### config.mk
export PLATFORM = sky130hd
export DESIGN_NAME = digit_scan_driver
export DESIGN_NICKNAME = d
export VERILOG_FILES = /design/src/rtl/seg_pkg.sv /design/src/rtl/seg7_decode.sv /design/src/rtl/digit_scan_driver.sv
export SDC_FILE = /design/constraint.sdc
export NUM_CORES = 1
export LEC_CHECK = 0
export CORE_UTILIZATION = 47
export DETAILED_ROUTE_END_ITERATION = 10
export PLACE_DENSITY = 0.76
export SYNTH_ARGS = -nofsm -noshare
export SYNTH_HDL_FRONTEND = slang
export SYNTH_SLANG_ARGS = --single-unit
### constraint.sdc
create_clock -name clk -period 2.14 [get_ports clk]
set_input_delay 0.428 -clock clk [delete_from_list [all_inputs] [get_ports clk]]
set_output_delay 0.428 -clock clk [all_outputs]
set_load 0.02 [all_outputs]
### src/rtl/seg_pkg.sv
// Shared seven-segment definitions: digit count, segment bit order and hex glyphs.
// Cathode byte order is {dp,g,f,e,d,c,b,a}; segment a is bit 0.
package seg_pkg;

  localparam int NUM_DIGITS = 8;
  localparam int SEG_W      = 7;
  localparam int SEG_DP_BIT = 7;

  typedef logic [SEG_W-1:0] seg_t;

  localparam seg_t SEG_0 = 7'h3F;
  localparam seg_t SEG_1 = 7'h06;
  localparam seg_t SEG_2 = 7'h5B;
  localparam seg_t SEG_3 = 7'h4F;
  localparam seg_t SEG_4 = 7'h66;
  localparam seg_t SEG_5 = 7'h6D;
  localparam seg_t SEG_6 = 7'h7D;
  localparam seg_t SEG_7 = 7'h07;
  localparam seg_t SEG_8 = 7'h7F;
  localparam seg_t SEG_9 = 7'h6F;
  localparam seg_t SEG_A = 7'h77;
  localparam seg_t SEG_B = 7'h7C;
  localparam seg_t SEG_C = 7'h39;
  localparam seg_t SEG_D = 7'h5E;
  localparam seg_t SEG_E = 7'h79;
  localparam seg_t SEG_F = 7'h71;

endpackage

### src/rtl/seg7_decode.sv
// Combinational hex-to-seven-segment decoder (segments active-high, a in bit 0).
module seg7_decode
  import seg_pkg::*;
(
  input  logic [3:0] code,
  output logic [6:0] seg
);

  always_comb begin
    seg = SEG_0;
    case (code)
      4'h0: seg = SEG_0;
      4'h1: seg = SEG_1;
      4'h2: seg = SEG_2;
      4'h3: seg = SEG_3;
      4'h4: seg = SEG_4;
      4'h5: seg = SEG_5;
      4'h6: seg = SEG_6;
      4'h7: seg = SEG_7;
      4'h8: seg = SEG_8;
      4'h9: seg = SEG_9;
      4'hA: seg = SEG_A;
      4'hB: seg = SEG_B;
      4'hC: seg = SEG_C;
      4'hD: seg = SEG_D;
      4'hE: seg = SEG_E;
      default: seg = SEG_F;
    endcase
  end

endmodule

### src/rtl/digit_scan_driver.sv
// Eight-digit multiplexed seven-segment scan driver with per-slot guard time and frame snapshot.
// Optional leading-zero blanking is enabled by defining SEG_LEADING_ZERO_BLANK_EN.
module digit_scan_driver
  import seg_pkg::*;
#(
  parameter int CLK_DIV   = 1000,
  parameter int GUARD_CYC = 2
) (
  input  logic        clk,
  input  logic        rst,
  input  logic        en,
  input  logic [31:0] digit_val,
  input  logic [7:0]  digit_on,
  input  logic [7:0]  dp,
  output logic [7:0]  digit_scan,
  output logic [7:0]  digit_cath
);

  localparam int PW = $clog2(CLK_DIV);

  logic [PW-1:0] presc_q, presc_d;
  logic [2:0]    idx_q, idx_d;
  logic [31:0]   val_q, val_d;
  logic [7:0]    on_q, on_d;
  logic [7:0]    dp_q, dp_d;
  logic [7:0]    scan_q, scan_d;
  logic [7:0]    cath_q, cath_d;

  logic          presc_wrap;
  logic          snap_load;
  logic [3:0]    cur_code;
  logic [6:0]    cur_seg;
  logic [7:0]    on_eff;
  logic          lit;

  assign presc_wrap = (presc_q == PW'(CLK_DIV - 1));
  assign snap_load  = !en || (presc_wrap && idx_q == 3'd7);
  assign cur_code   = val_q[{idx_q, 2'b00} +: 4];

  seg7_decode u_seg7_decode (
    .code (cur_code),
    .seg  (cur_seg)
  );

`ifdef SEG_LEADING_ZERO_BLANK_EN
  logic [7:0] lz_blank;
  logic       higher_zero;

  // A digit is a leading zero when it and every digit above it holds code 0.
  always_comb begin
    lz_blank    = '0;
    higher_zero = 1'b1;
    for (int i = NUM_DIGITS - 1; i >= 1; i--) begin
      higher_zero = higher_zero && (val_q[i*4 +: 4] == 4'h0);
      lz_blank[i] = higher_zero;
    end
  end

  assign on_eff = on_q & ~lz_blank;
`else
  assign on_eff = on_q;
`endif

  assign lit = en && (int'(presc_q) >= GUARD_CYC) && on_eff[idx_q];

  always_comb begin
    presc_d = presc_q;
    idx_d   = idx_q;
    val_d   = val_q;
    on_d    = on_q;
    dp_d    = dp_q;
    scan_d  = 8'hFF;
    cath_d  = 8'h00;

    if (!en) begin
      presc_d = '0;
      idx_d   = '0;
    end else if (presc_wrap) begin
      presc_d = '0;
      idx_d   = idx_q + 3'd1;
    end else begin
      presc_d = presc_q + PW'(1);
    end

    // Snapshot only at frame end so a frame never mixes old and new values.
    if (snap_load) begin
      val_d = digit_val;
      on_d  = digit_on;
      dp_d  = dp;
    end

    if (lit) begin
      scan_d                  = ~(8'b1 << idx_q);
      cath_d[SEG_W-1:0]       = cur_seg;
      cath_d[SEG_DP_BIT]      = dp_q[idx_q];
    end
  end

  always_ff @(posedge clk) begin
    if (rst) begin
      presc_q <= '0;
      idx_q   <= '0;
      val_q   <= '0;
      on_q    <= '0;
      dp_q    <= '0;
      scan_q  <= 8'hFF;
      cath_q  <= 8'h00;
    end else begin
      presc_q <= presc_d;
      idx_q   <= idx_d;
      val_q   <= val_d;
      on_q    <= on_d;
      dp_q    <= dp_d;
      scan_q  <= scan_d;
      cath_q  <= cath_d;
    end
  end

  assign digit_scan = scan_q;
  assign digit_cath = cath_q;

endmodule
==> results.json, run 1 <==
{
  "outcome": "finished, violations left",
  "violations": "negative setup slack",
  "tns_ns": -0.00387,
  "synth-seq-cells": 77,
  "synth.area.top_cells": "dfxtp_1, nand2_1, mux4_2",
  "avgSynthCellArea_sq_um": 9.26,
  "track_usage": 0.209,
  "fill_cells": 594,
  "reg2regPathDepth": 8,
  "critPathMaxFanout": 7,
  "dp_slack_ns": -0.0402,
  "register_area_sq_um": 1550,
  "cap_violations": 0,
  "wl_per_cell_um": 13.5,
  "fp.dieH_um": 88.5,
  "ys_seq_area_frac": 0.438,
  "via_count": 2858,
  "dp_cells": 539,
  "drive_above_1_share": 0.237,
  "start_util": 0.485,
  "hold_class": "reg -> reg",
  "finalSetupViolations": 1,
  "hold_buffers": 0,
  "hold_viol": 0,
  "yosys.area.top_type": "dfxtp_1",
  "final_util": 0.635,
  "rsz0062_at_grt": "yes",
  "numCtsBuffers": 9,
  "place_hpwl_mm": 5.25,
  "fin_crit_sh": 1.00,
  "cp-end-kind": "flip-flop",
  "yosysUniqueCellTypes": 45,
  "antenna_cells": 0,
  "dr.pass1.iters": 6,
  "dieArea_sq_um": 7830,
  "slew_violations": 0,
  "cts_tree": "built",
  "synth_ff_type": "dfxtp_1",
  "grt_pass1_vias": 2748,
  "drc": 0,
  "gp_congestion": 0.883,
  "cts.htree.levels": 3,
  "synth_edf_count": 0,
  "grt_first_pass_wirelength_mm": 12.4,
  "clock_latency_ns": 0.34,
  "synth_nets": 446,
  "root_buffer": "clkbuf_8",
  "grt_start_max_net_pins": 50,
  "tightest_slew_ns": 0.626,
  "clk_path_buf_depth": 2,
  "clk_pin_slew_ns": 0.07,
  "max_freq_ghz": 0.466,
  "worstPathRequired_ns": 2.39,
  "vias_per_cell": 5.12,
  "fin_ws_ns": -0.00387,
  "first_iter_violations": 127,
  "ios": 67,
  "wl_mm": 7.55,
  "multiInputGateArea_sq_um": 1820,
  "yosysTopAreaCellShare": 0.438,
  "coreArea_sq_um": 7250,
  "synthArstFlopShare": 0,
  "ant_nets": 0,
  "path_class": "reg -> reg",
  "syn_area_sq_um": 3520,
  "leakagePower_nw": 1.74,
  "die_x_um": 88.5,
  "layout.nets": 522,
  "num_rows": 31,
  "fin_crit_ns": 2.14,
  "io_buffer_count": 66,
  "area_growth_pct": 30.9,
  "cp.arrival_ns": 2.39,
  "synthCells": 380,
  "finalClockSkew_ns": 0.00577,
  "hold_depth": 2,
  "ys_warn_count": 0,
  "slew_headroom": 0.582,
  "cts_num_sinks": 77,
  "grt_overflow": 0,
  "fin_cells": 558,
  "critPathLaunchType": "flip-flop",
  "antenna_found_initial": 0,
  "cellPowerDensity_nw_per_um2": 630,
  "vdd_drop_max_v": 0.000306
}
[state kept, by name, indices dropped and copies added (netlist names)]
name and flops:
digit_cath 8, digit_scan 8, dp_q 8, idx_q 3
on_eff 8, presc_q 10, val_q 32
[Yosys cell counts (all sizes together), types with 2 or more instances]
cell / instances
nand2: 111
xor2: 5
ha: 15
or3: 2
clkbuf: 9
o21ai: 6
xnor2: 2
nand2b: 2
dfxtp: 77
and3: 2
buf: 14
o21a: 2
inv: 9
a21oi: 54
mux2i: 6
nor2: 18
and2: 2
nor3: 5
or4: 4
nand3: 6
nor2b: 2
mux4: 10
mux2: 3
a221oi: 4
[cell families after synthesis]
kind of cell	count (synthesis)	share of synthesized area
mux	19	0.0918
buf+inv	32	0.0580
xor+xnor	7	0.0174
simple gates	157	0.199
flops	77	0.438
compound gates	73	0.142
fa+ha+maj	15	0.0534
[what timing repair did]
item / CTS / global route
gates cloned: 0 / 1
pin swaps: 0 / 1
setup buffers: 0 / 4
gates resized for setup: 1 / 13
endpoints found under the setup margin: 1 / 52
[area by class of cell]
class | instances | area share
Multi-Input combinational cell | 271 | 0.395
Clock buffer | 10 | 0.0299
Sequential cell | 77 | 0.336
Timing Repair Buffer | 88 | 0.194
Clock inverter | 4 | 0.0109
Tap cell | 99 | 0.0269
Inverter | 9 | 0.00734
[per-stage QoR]
step | hold slack, ns | power (mW) | area [sq um]
after floorplan | 0.429 | 1.72 | 3540
after global placement | 0.436 | 1.86 | 4310
after detailed placement | 0.442 | 1.87 | 4310
after CTS | 0.452 | 2.91 | 4500
after global routing | 0.477 | 3.03 | 4600
final | 0.452 | 2.90 | 4600
[cells in the final DEF (no fill, tap or decap), drive strengths merged, types with 2 or more instances in the layout]
cell,count
dfxtp,77
mux2i,6
nand3,6
nor2,18
and2,2
xor2,5
nand2,111
nor2b,2
a21oi,54
mux4,10
and3,2
nor3,5
nand2b,2
xnor2,2
o21ai,6
clkbuf,11
ha,15
inv,9
or4,4
a221oi,4
mux2,3
clkdlybuf4s50,65
clkinvlp,2
buf,22
or3,2
o21a,2
[per-layer routing]
layer | routed length, um | track usage | vias up
met4 | 98 | 0.0938 | 0
met2 | 3520 | 0.322 | 75
met1 | 3660 | 0.278 | 1342
met5 | 0 | 0 | -
met3 | 280 | 0.0541 | 9
li1 | - | - | 1432
[worst paths after layout]
check,slack [ns],to,from
worst max register to register,-0.004,digit_cath[2],idx_q[0]
worst min-delay path,0.45,dp_q[3],dp_q[3]
worst max-delay path,-0.004,digit_cath[2],idx_q[0]
worst min register to register,0.45,dp_q[3],dp_q[3]
[where the power goes]
part           switching (mW)  total, mW  internal (mW)
combinational           0.155      0.338          0.183
sequential             0.0283       1.51           1.48
clock                   0.496       1.05          0.555
total                   0.679       2.90           2.22
[critical path, stage by stage (launching register included)]
cell and delay (ns):
dfxtp_4 0.36, buf_4 0.16, buf_4 0.14, buf_4 0.15, mux4_2 0.34, nor2_1 0.04
or4_4 0.51, buf_6 0.16, a311oi_1 0.19
Note: power is estimated with default switching activity, not from simulation.
==> inputs of run 2 (changes only) <==
--- a/config.mk
+++ b/config.mk
@@ -7,7 +7,7 @@
 export LEC_CHECK = 0
 export CORE_UTILIZATION = 47
 export DETAILED_ROUTE_END_ITERATION = 10
-export PLACE_DENSITY = 0.76
+export PLACE_DENSITY = 0.83
 export SYNTH_ARGS = -nofsm -noshare
 export SYNTH_HDL_FRONTEND = slang
 export SYNTH_SLANG_ARGS = --single-unit
==> run 2 against run 1 <==
  * The run now ends clean
  * Final cell count is 0.18% lower
  * Core utilization shrank 0.22 points
  * Largest cell class unchanged
  * Power is 0.62% higher
  * Worst hold slack improved by 0.0040 ns
  * Clock skew barely moved
  * Combinational power about the same
  * Critical path depth rose by 1
  * Highest routed layer unchanged
==> results.json, run 2 (synthesis gave the netlist of run 1 again) <==
{
  "track_usage": 0.208,
  "cts_num_sinks": 77,
  "finalClockSkew_ns": 0.00605,
  "regMostFlops": "val_q",
  "finalSetupViolations": 0,
  "start_util": 0.485,
  "cts.htree.levels": 3,
  "wl_per_cell_um": 14.2,
  "dr.pass1.iters": 5,
  "antenna_found_initial": 0,
  "die_x_um": 88.5,
  "holdCritStartpoint": "dp_q[5]",
  "vdd_drop_max_v": 0.000391,
  "grt_first_pass_wirelength_mm": 12.3,
  "tightest_slew_ns": 0.611,
  "io_buffer_count": 66,
  "layout.nets": 519,
  "fp.dieH_um": 88.5,
  "wl_mm": 7.92,
  "cp-end-kind": "flip-flop",
  "grt_overflow": 0,
  "final_common_cell": "nand2_1",
  "fin_cells": 557,
  "timing.hold.ws_ns": 0.456,
  "leakagePower_nw": 1.72,
  "max_freq_ghz": 0.475,
  "clk_path_buf_depth": 2,
  "dieArea_sq_um": 7830,
  "cts_tree": "built",
  "cp.arrival_ns": 2.36,
  "hold_end": "dp_q[5]",
  "critPathMaxFanout": 5,
  "gp_congestion": 0.944,
  "final_cell_mix": "nand2_1, dfxtp_1, clkdlybuf4s50_1, a21oi_1, nand2_2",
  "cellPowerDensity_nw_per_um2": 636,
  "largest_register_ffs": 32,
  "max_stage_delay_ns": 0.53,
  "grt_pass1_vias": 2723,
  "ff2ff_setup_slack_ns": 0.04,
  "numCtsBuffers": 9,
  "slowest_stage": "mux4_2",
  "hold_depth": 2,
  "clock_latency_ns": 0.35,
  "busiest_layer": "met2",
  "drive_above_1_share": 0.229,
  "cap_violations": 0,
  "hold_viol": 0,
  "place_hpwl_mm": 5.39,
  "worstReg2RegStart": "idx_q[0]",
  "r2r_end": "digit_cath[6]",
  "root_buffer": "clkbuf_8",
  "hold_class": "reg -> reg",
  "drc": 0,
  "first_iter_violations": 161,
  "vias_per_cell": 5.24,
  "crit_chain": "buf_6 > mux4_2 > mux2i_4 > inv_2 > ha_4 > inv_4 > nor3_2 > a21o_1 > a221oi_2",
  "ios": 67,
  "reg_top3": "val_q: 32 flops, presc_q: 10 flops",
  "fin_crit_ns": 2.10,
  "dp_cells": 535,
  "slew_violations": 0,
  "reg2regPathDepth": 9,
  "rsz0062_at_grt": "yes",
  "path_class": "reg -> reg",
  "fin_crit_sh": 0.983,
  "ant_nets": 0,
  "via_count": 2921,
  "fill_cells": 568,
  "worstPathRequired_ns": 2.40,
  "num_rows": 31,
  "use_met2": 0.356,
  "critPathLaunchType": "flip-flop",
  "grt_start_max_net_pins": 50,
  "hold_buffers": 0,
  "coreArea_sq_um": 7250,
  "area_growth_pct": 30.4,
  "use_met3": 0.0373,
  "met1_usage": 0.254,
  "slew_headroom": 0.592,
  "outcome": "completed",
  "clk_pin_slew_ns": 0.08,
  "antenna_cells": 0
}
## run 2: how the worst max path moves through the flow
| stage | cells past startpoint | to | from | slack [ns] |
|---|---|---|---|---|
| 2_1_floorplan | 10 | digit_cath[6] | idx_q[0] | 0.01 |
| 3_3_place_gp | 9 | digit_cath[6] | idx_q[0] | 0.02 |
| 3_5_place_dp | 8 | digit_cath[1] | idx_q[0] | -0.08 |
| 4_1_cts | 9 | digit_cath[6] | idx_q[0] | 0.02 |
| 5_1_grt | 9 | digit_cath[6] | idx_q[0] | -0.05 |
| 6_report | 9 | digit_cath[6] | idx_q[0] | 0.04 |
## run 2: layout make-up
class	count	area, sq um	share of cell area
multi-input combinational	271	1820	0.398
sequential	77	1550	0.337
timing repair buffer	85	865	0.188
clock buffer	12	145	0.0316
tap	99	124	0.0270
clock inverter	4	47.5	0.0104
inverter	9	36.3	0.00791
## run 2: power breakdown
| part | internal (mW) | switching [mW] |
|---|---|---|
| Clock | 0.568 | 0.504 |
| Combinational | 0.180 | 0.156 |
| Sequential | 1.48 | 0.0278 |
## run 2: stage by stage
| stage | area [sq um] | setup WS, ns | total power, mW | setup TNS [ns] | util |
|---|---|---|---|---|---|
| 6_report | 4590 | 0.0363 | 2.92 | 0 | 0.632 |
| 5_1_grt | 4590 | -0.0498 | 3.02 | -0.0674 | 0.632 |
| 4_1_cts | 4490 | 0.0219 | 2.93 | 0 | 0.619 |
| 3_5_place_dp | 4290 | -0.0796 | 1.87 | -0.406 | 0.592 |
| 3_3_place_gp | 4290 | 0.0219 | 1.86 | 0 | 0.592 |
| 2_1_floorplan | 3540 | 0.0143 | 1.72 | 0 | - |
## run 2: worst max-delay path: cells and delay by family, from the launching register on
family,cells,cell delay (ns)
AO/OA/AOI/OAI,2,0.41
adder cells (fa/ha/maj),1,0.17
buffers and inverters,3,0.29
flip-flops,1,0.38
multiplexers,2,0.72
AND/OR/NAND/NOR,1,0.05
## run 2: timing repair
| action | CTS | global route |
|---|---|---|
| setup endpoints to repair | 12 | 13 |
| buffers inserted | 0 | 6 |
| pin swaps | 0 | 3 |
| resized for setup | 1 | 12 |
## run 2: per-layer routing
metal | part of all wire | vias to the layer above
met5 | 0 | -
met4 | 0.015 | 0
met3 | 0.042 | 15
met2 | 0.51 | 83
met1 | 0.43 | 1400
li1 | - | 1423
